File: src/rtl/lsu_pkg.sv
// Shared types and width defaults for the load/store unit.
package lsu_pkg;

  localparam int unsigned LSU_ADDR_W = 12;
  localparam int unsigned LSU_DATA_W = 12;

  typedef enum logic [1:0] {
    LSU_IDLE,
    LSU_WRITE,
    LSU_READ,
    LSU_RESP
  } lsu_state_e;

endpackage

File: src/rtl/load_store_unit_if.sv
// Core request/response channels plus the single-port memory port of the load/store unit.
interface load_store_unit_if
  import lsu_pkg::*;
#(
  parameter int unsigned ADDR_W = LSU_ADDR_W,
  parameter int unsigned DATA_W = LSU_DATA_W
);

  logic              req_valid;
  logic              req_ready;
  logic              req_we;
  logic [ADDR_W-1:0] req_addr;
  logic [DATA_W-1:0] req_wdata;

  logic              rsp_valid;
  logic              rsp_ready;
  logic [DATA_W-1:0] rsp_rdata;
  logic              rsp_err;

  logic [ADDR_W-1:0] mem_addr;
  logic              mem_write_enable;
  logic [DATA_W-1:0] mem_data_in;
  logic [DATA_W-1:0] mem_data_out;

  // The master side is everything around the LSU: the core and the memory.
  modport master (
    output req_valid, req_we, req_addr, req_wdata, rsp_ready, mem_data_out,
    input  req_ready, rsp_valid, rsp_rdata, rsp_err, mem_addr, mem_write_enable, mem_data_in
  );

  modport slave (
    input  req_valid, req_we, req_addr, req_wdata, rsp_ready, mem_data_out,
    output req_ready, rsp_valid, rsp_rdata, rsp_err, mem_addr, mem_write_enable, mem_data_in
  );

endinterface

File: src/rtl/load_store_unit.sv
// Single-outstanding load/store initiator for a synchronous single-port memory.
// Define LSU_BOUNDS_CHECK_EN to flag addresses >= MEM_SIZE with rsp_err instead of accessing.
module load_store_unit
  import lsu_pkg::*;
#(
  parameter int unsigned ADDR_W       = LSU_ADDR_W,
  parameter int unsigned DATA_W       = LSU_DATA_W,
  parameter int unsigned MEM_SIZE     = 4096,
  parameter int unsigned READ_LATENCY = 1
) (
  input logic             clk,
  input logic             rst_n,
  load_store_unit_if.slave bus
);

  localparam int unsigned CntW = $clog2(READ_LATENCY + 1);

  lsu_state_e      state_q;
  logic [CntW-1:0] cnt_q;
  logic            in_range;

`ifdef LSU_BOUNDS_CHECK_EN
  assign in_range = 32'(bus.req_addr) < MEM_SIZE;
`else
  logic unused_mem_size;
  assign unused_mem_size = ^MEM_SIZE;
  assign in_range        = 1'b1;
`endif

  always_ff @(posedge clk or negedge rst_n) begin
    if (!rst_n) begin
      state_q              <= LSU_IDLE;
      cnt_q                <= '0;
      bus.req_ready        <= 1'b0;
      bus.rsp_valid        <= 1'b0;
      bus.rsp_err          <= 1'b0;
      bus.rsp_rdata        <= '0;
      bus.mem_addr         <= '0;
      bus.mem_write_enable <= 1'b0;
      bus.mem_data_in      <= '0;
    end else begin
      unique case (state_q)
        LSU_IDLE: begin
          bus.req_ready <= 1'b1;
          if (bus.req_valid && bus.req_ready) begin
            bus.req_ready <= 1'b0;
            if (!in_range) begin
              bus.rsp_err   <= 1'b1;
              bus.rsp_rdata <= '0;
              state_q       <= LSU_RESP;
            end else begin
              bus.rsp_err  <= 1'b0;
              bus.mem_addr <= bus.req_addr;
              if (bus.req_we) begin
                bus.mem_data_in      <= bus.req_wdata;
                bus.mem_write_enable <= 1'b1;
                state_q              <= LSU_WRITE;
              end else begin
                cnt_q   <= CntW'(READ_LATENCY);
                state_q <= LSU_READ;
              end
            end
          end
        end
        LSU_WRITE: begin
          bus.mem_write_enable <= 1'b0;
          bus.rsp_rdata        <= '0;
          bus.rsp_err          <= 1'b0;
          state_q              <= LSU_RESP;
        end
        LSU_READ: begin
          // Counter hits zero exactly when the memory has had READ_LATENCY edges since sampling.
          if (cnt_q == '0) begin
            bus.rsp_rdata <= bus.mem_data_out;
            state_q       <= LSU_RESP;
          end else begin
            cnt_q <= cnt_q - CntW'(1);
          end
        end
        LSU_RESP: begin
          // First RESP edge only raises valid; the handshake is taken from the next edge on.
          if (!bus.rsp_valid) begin
            bus.rsp_valid <= 1'b1;
          end else if (bus.rsp_ready) begin
            bus.rsp_valid <= 1'b0;
            bus.req_ready <= 1'b1;
            state_q       <= LSU_IDLE;
          end
        end
        default: state_q <= LSU_IDLE;
      endcase
    end
  end

endmodule

File: src/flat_wrapper.sv
// flat-port wrapper written by rule: the top's interface ports become plain ports
module load_store_unit_flat import lsu_pkg::*;
#(
  parameter int unsigned ADDR_W       = LSU_ADDR_W,
  parameter int unsigned DATA_W       = LSU_DATA_W,
  parameter int unsigned MEM_SIZE     = 4096,
  parameter int unsigned READ_LATENCY = 1
)
  (clk, rst_n, bus_req_valid, bus_req_we, bus_req_addr, bus_req_wdata, bus_rsp_ready, bus_mem_data_out, bus_req_ready, bus_rsp_valid, bus_rsp_rdata, bus_rsp_err, bus_mem_addr, bus_mem_write_enable, bus_mem_data_in);
  load_store_unit_if #(.ADDR_W(ADDR_W), .DATA_W(DATA_W)) bus_i ();
  input logic clk;
  input logic rst_n;
  input wire logic [$bits(bus_i.req_valid)-1:0] bus_req_valid;
  input wire logic [$bits(bus_i.req_we)-1:0] bus_req_we;
  input wire logic [$bits(bus_i.req_addr)-1:0] bus_req_addr;
  input wire logic [$bits(bus_i.req_wdata)-1:0] bus_req_wdata;
  input wire logic [$bits(bus_i.rsp_ready)-1:0] bus_rsp_ready;
  input wire logic [$bits(bus_i.mem_data_out)-1:0] bus_mem_data_out;
  output wire logic [$bits(bus_i.req_ready)-1:0] bus_req_ready;
  output wire logic [$bits(bus_i.rsp_valid)-1:0] bus_rsp_valid;
  output wire logic [$bits(bus_i.rsp_rdata)-1:0] bus_rsp_rdata;
  output wire logic [$bits(bus_i.rsp_err)-1:0] bus_rsp_err;
  output wire logic [$bits(bus_i.mem_addr)-1:0] bus_mem_addr;
  output wire logic [$bits(bus_i.mem_write_enable)-1:0] bus_mem_write_enable;
  output wire logic [$bits(bus_i.mem_data_in)-1:0] bus_mem_data_in;
  assign bus_i.req_valid = bus_req_valid;
  assign bus_i.req_we = bus_req_we;
  assign bus_i.req_addr = bus_req_addr;
  assign bus_i.req_wdata = bus_req_wdata;
  assign bus_i.rsp_ready = bus_rsp_ready;
  assign bus_i.mem_data_out = bus_mem_data_out;
  assign bus_req_ready = bus_i.req_ready;
  assign bus_rsp_valid = bus_i.rsp_valid;
  assign bus_rsp_rdata = bus_i.rsp_rdata;
  assign bus_rsp_err = bus_i.rsp_err;
  assign bus_mem_addr = bus_i.mem_addr;
  assign bus_mem_write_enable = bus_i.mem_write_enable;
  assign bus_mem_data_in = bus_i.mem_data_in;
  load_store_unit #(.ADDR_W(ADDR_W), .DATA_W(DATA_W), .MEM_SIZE(MEM_SIZE), .READ_LATENCY(READ_LATENCY)) u_core (.clk(clk), .rst_n(rst_n), .bus(bus_i));
endmodule
File: config.mk
export PLATFORM = sky130hd
export DESIGN_NAME = load_store_unit_flat
export DESIGN_NICKNAME = d
export VERILOG_FILES = /design/src/rtl/lsu_pkg.sv /design/src/rtl/load_store_unit_if.sv /design/src/rtl/load_store_unit.sv /design/src/flat_wrapper.sv
export SDC_FILE = /design/constraint.sdc
export NUM_CORES = 1
export LEC_CHECK = 0
export ABC_AREA = 1
export ABC_CLOCK_PERIOD_IN_PS = 2700
export CORE_MARGIN = 2
export CORE_UTILIZATION = 47
export CTS_BUF_LIST = sky130_fd_sc_hd__clkbuf_8
export CTS_CLUSTER_DIAMETER = 120
export DETAILED_ROUTE_END_ITERATION = 7
export PLACE_DENSITY = 0.88
export SETUP_SLACK_MARGIN = 0.5
export SYNTH_ARGS = -nofsm -noshare
export SYNTH_HDL_FRONTEND = slang
export SYNTH_SLANG_ARGS = --single-unit
File: constraint.sdc
create_clock -name clk -period 2.7 [get_ports clk]
set_clock_uncertainty 0.2 [all_clocks]
set_input_delay 0.405 -clock clk [delete_from_list [all_inputs] [get_ports clk]]
set_output_delay 0.405 -clock clk [all_outputs]
set_load 0.02 [all_outputs]
==> out/metrics.yaml <==
grt:
  grt_overflow: 0
  first_global_vias: 1503
  grt_pass1_wl_mm: 6.37
  grt_start_max_net_pins: 43
  antenna_found_initial: 0
  grt_usage: 0.188
pwr:
  p_sw_w: 0.00122
  power_frac_comb: 0.501
  clockPowerShare: 0.161
  p_int_w: 0.00185
  swShare: 0.398
  pwr_density_cell_mw_per_mm2: 1090
  vdd_ir_drop_max_v: 0.000608
  seqPwrFrac: 0.338
  power_w: 0.00308
  leakagePower_nw: 1.37
logic_synthesis:
  yosysWarnings: 0
  netlist_instances: 212
  syn_nets: 259
  ys_seq_area_frac: 0.555
  synthMuxAreaShare: 0
  yosys.area_share.simple: 0.185
  synth_seq_cells: 42
  syn_avg_cell_area_um2: 8.93
  synth_top_family_by_area: "simple AND/OR/NAND/NOR gates"
  ys_types: 17
  synth_area_mm2: 0.00189
  synth-adder-area-share: 0.0397
  synthXorXnorAreaFrac: 0
  synth_compound_area_frac: 0.124
clock_tree:
  numCtsBuffers: 5
  htree_num_levels: 2
  cts.clk_slew.worst_paths_ns: 0.07
  clkLatencyLatePin_ns: 0.29
  cts_sinks: 42
  cts_root_buf: "clkbuf_8"
  ctsResizeCount: 0
  cts_setup_buffers: 0
  cts_tree: "yes"
  clock_path_buffers: 2
  ctsHoldBuffers: 0
worst_setup_path:
  r2r_cells: 7
  critPathLaunch: "u_core.bus.req_ready$_DFFE_PN0P_"
  slowest_delay_ns: 0.64
  critPathMaxFanout: 5
  path_depth: 1
  start_kind: "register"
  crit_buf_inv: 1
  timing.rr.start: "u_core.state_q[0]$_DFFE_PN0P_"
  cp_cell_sequence: "clkdlybuf4s50_1"
  critPathKind: "register to output pin"
  critPathSlowestCell: "clkdlybuf4s50_1"
  required_ns: 2.10
  cp.arrival_ns: 1.38
  path_delay_family: "buffers and inverters"
  crit_path_end_kind: "output pin"
timing:
  tightest_slew_ns: 0.912
  finalCritPeriodShare: 0.735
  clock.fmax_ghz: 0.504
  setup-tns-final_ns: 0
  hold_viol: 0
  finalMaxSlewViolations: 0
  min_period_ns: 1.98
  slew_headroom: 0.392
  rsz0062_at_grt: "no"
  hold_slack_ns: 0.0378
  setup_violations: 0
floorplan:
  die_area_mm2: 0.00455
  num_rows: 23
  io_pins: 81
  initial_core_util: 0.480
  die_h_um: 67.5
  die_w_um: 67.5
  core_mm2: 0.00394
placement:
  place_congestion: 0.808
  io_buffers: 79
  placed_cells: 335
  hpwl_mm: 2.94
finish:
  antennaDiodeCount: 0
  final_core_util: 0.714
  final_nets: 339
  fill_cells: 316
  area.sequential_mm2: 0.00105
  drive_gt1_frac: 0.0890
  area_growth_pct: 48.7
  instances_no_fill: 342
  multi_input_comb_area_um2: 664
detailed_routing:
  m1WireLength_mm: 1.57
  wl_met3_um: 296
  antenna_left: 0
  drt_first_pass_iters: 6
  wire_per_inst_um: 11.6
  highest_layer: "met4"
  wl_met2_mm: 2.03
  remaining_drc_errors: 0
  wl_mm: 3.96
  drtIter0Drc: 100
  num_vias: 1593
  avgViaCountPerCell: 4.66
outcome:
  status: "complete, no violations"
run:
  maxCapViolCount: 0
hold_path:
  hold_path.class: "input port to async pin"
cells in the final DEF, fill, tap and decap left out, drive strengths merged:
cell,synthesis,final
o21ai,38,38
ha,6,6
nand2,73,73
bufinv,0,1
clkbuf,0,6
dfrtp,42,42
inv,33,33
conb,1,1
buf,8,3
clkdlybuf4s50,0,78
nand3,5,5
nor2,1,1
nand4,5,5
layout make-up:
cell class | count | share of cell area
inverters | 33 | 0.0440
clock inverters | 1 | 0.0107
flip-flops and latches | 42 | 0.373
multi-input cells | 129 | 0.236
repair buffers | 81 | 0.284
well taps | 50 | 0.0222
clock buffers | 6 | 0.0293
logic make-up after synthesis:
family | Yosys count
buf+inv | 41
other cells | 1
flops | 42
simple gates | 84
fa+ha+maj | 6
compound gates | 38
flip-flops by register name, summed over array words and instances, names as in the netlist:
name                         flops
u_core.bus.rsp_rdata            12
u_core.bus.mem_data_in          12
u_core.cnt_q                     1
u_core.bus.req_ready             1
u_core.state_q                   2
u_core.bus.mem_write_enable      1
u_core.bus.mem_addr             12
u_core.bus.rsp_valid             1
Yosys cell counts:
cell	count	area (um2)
nand4_1	4	25.0
nand3_1	4	20.0
inv_1	33	124
buf_6	1	11.3
ha_1	6	75.1
o21ai_1	12	60.1
o21ai_2	12	105
buf_2	4	20.0
nand2_2	2	12.5
buf_4	3	22.5
nand4_2	1	12.5
conb_1	1	3.75
dfrtp_1	42	1050
nand3_2	1	10.0
o21ai_0	14	70.1
nand2_1	71	267
nor2_1	1	3.75
metal layers:
metal  track usage  vias up
li1              -      812
met4        0.0867        0
met1         0.224      717
met2         0.315       54
met3        0.0500       10
met5             0        -
power by group through the flow:
stage / clock network [W] / logic, W / registers (W)
final: 0.000494 / 0.00154 / 0.00104
after global routing: 0.000533 / 0.00169 / 0.00108
after CTS: 0.000515 / 0.00156 / 0.00104
after detailed placement: 0 / 0.00155 / 0.00105
after global placement: 0 / 0.00151 / 0.00104
after floorplan: 0 / 0.000660 / 0.00130
metrics by stage:
| stage | instance area (um2) | setup WS, ns |
|---|---|---|
| after floorplan | 1890 | 1.21 |
| after global placement | 2700 | 0.867 |
| after detailed placement | 2700 | 0.813 |
| after CTS | 2820 | 0.703 |
| after global routing | 2820 | 0.683 |
| final | 2820 | 0.717 |
final timing paths:
check                                                         to  slack (ns)
min in group clk           u_core.bus.mem_data_in[4]$_DFFE_PN0P_        0.28
min reg2reg                u_core.bus.mem_data_in[4]$_DFFE_PN0P_        0.28
max in group asynchronous    u_core.bus.rsp_rdata[8]$_DFFE_PN0P_        1.69
max                                                bus_req_ready        0.72
min                             u_core.bus.rsp_valid$_DFFE_PN0N_        0.04
max reg2reg                 u_core.bus.rsp_rdata[11]$_DFFE_PN0P_        0.86
(Power assumes the default switching activity.)
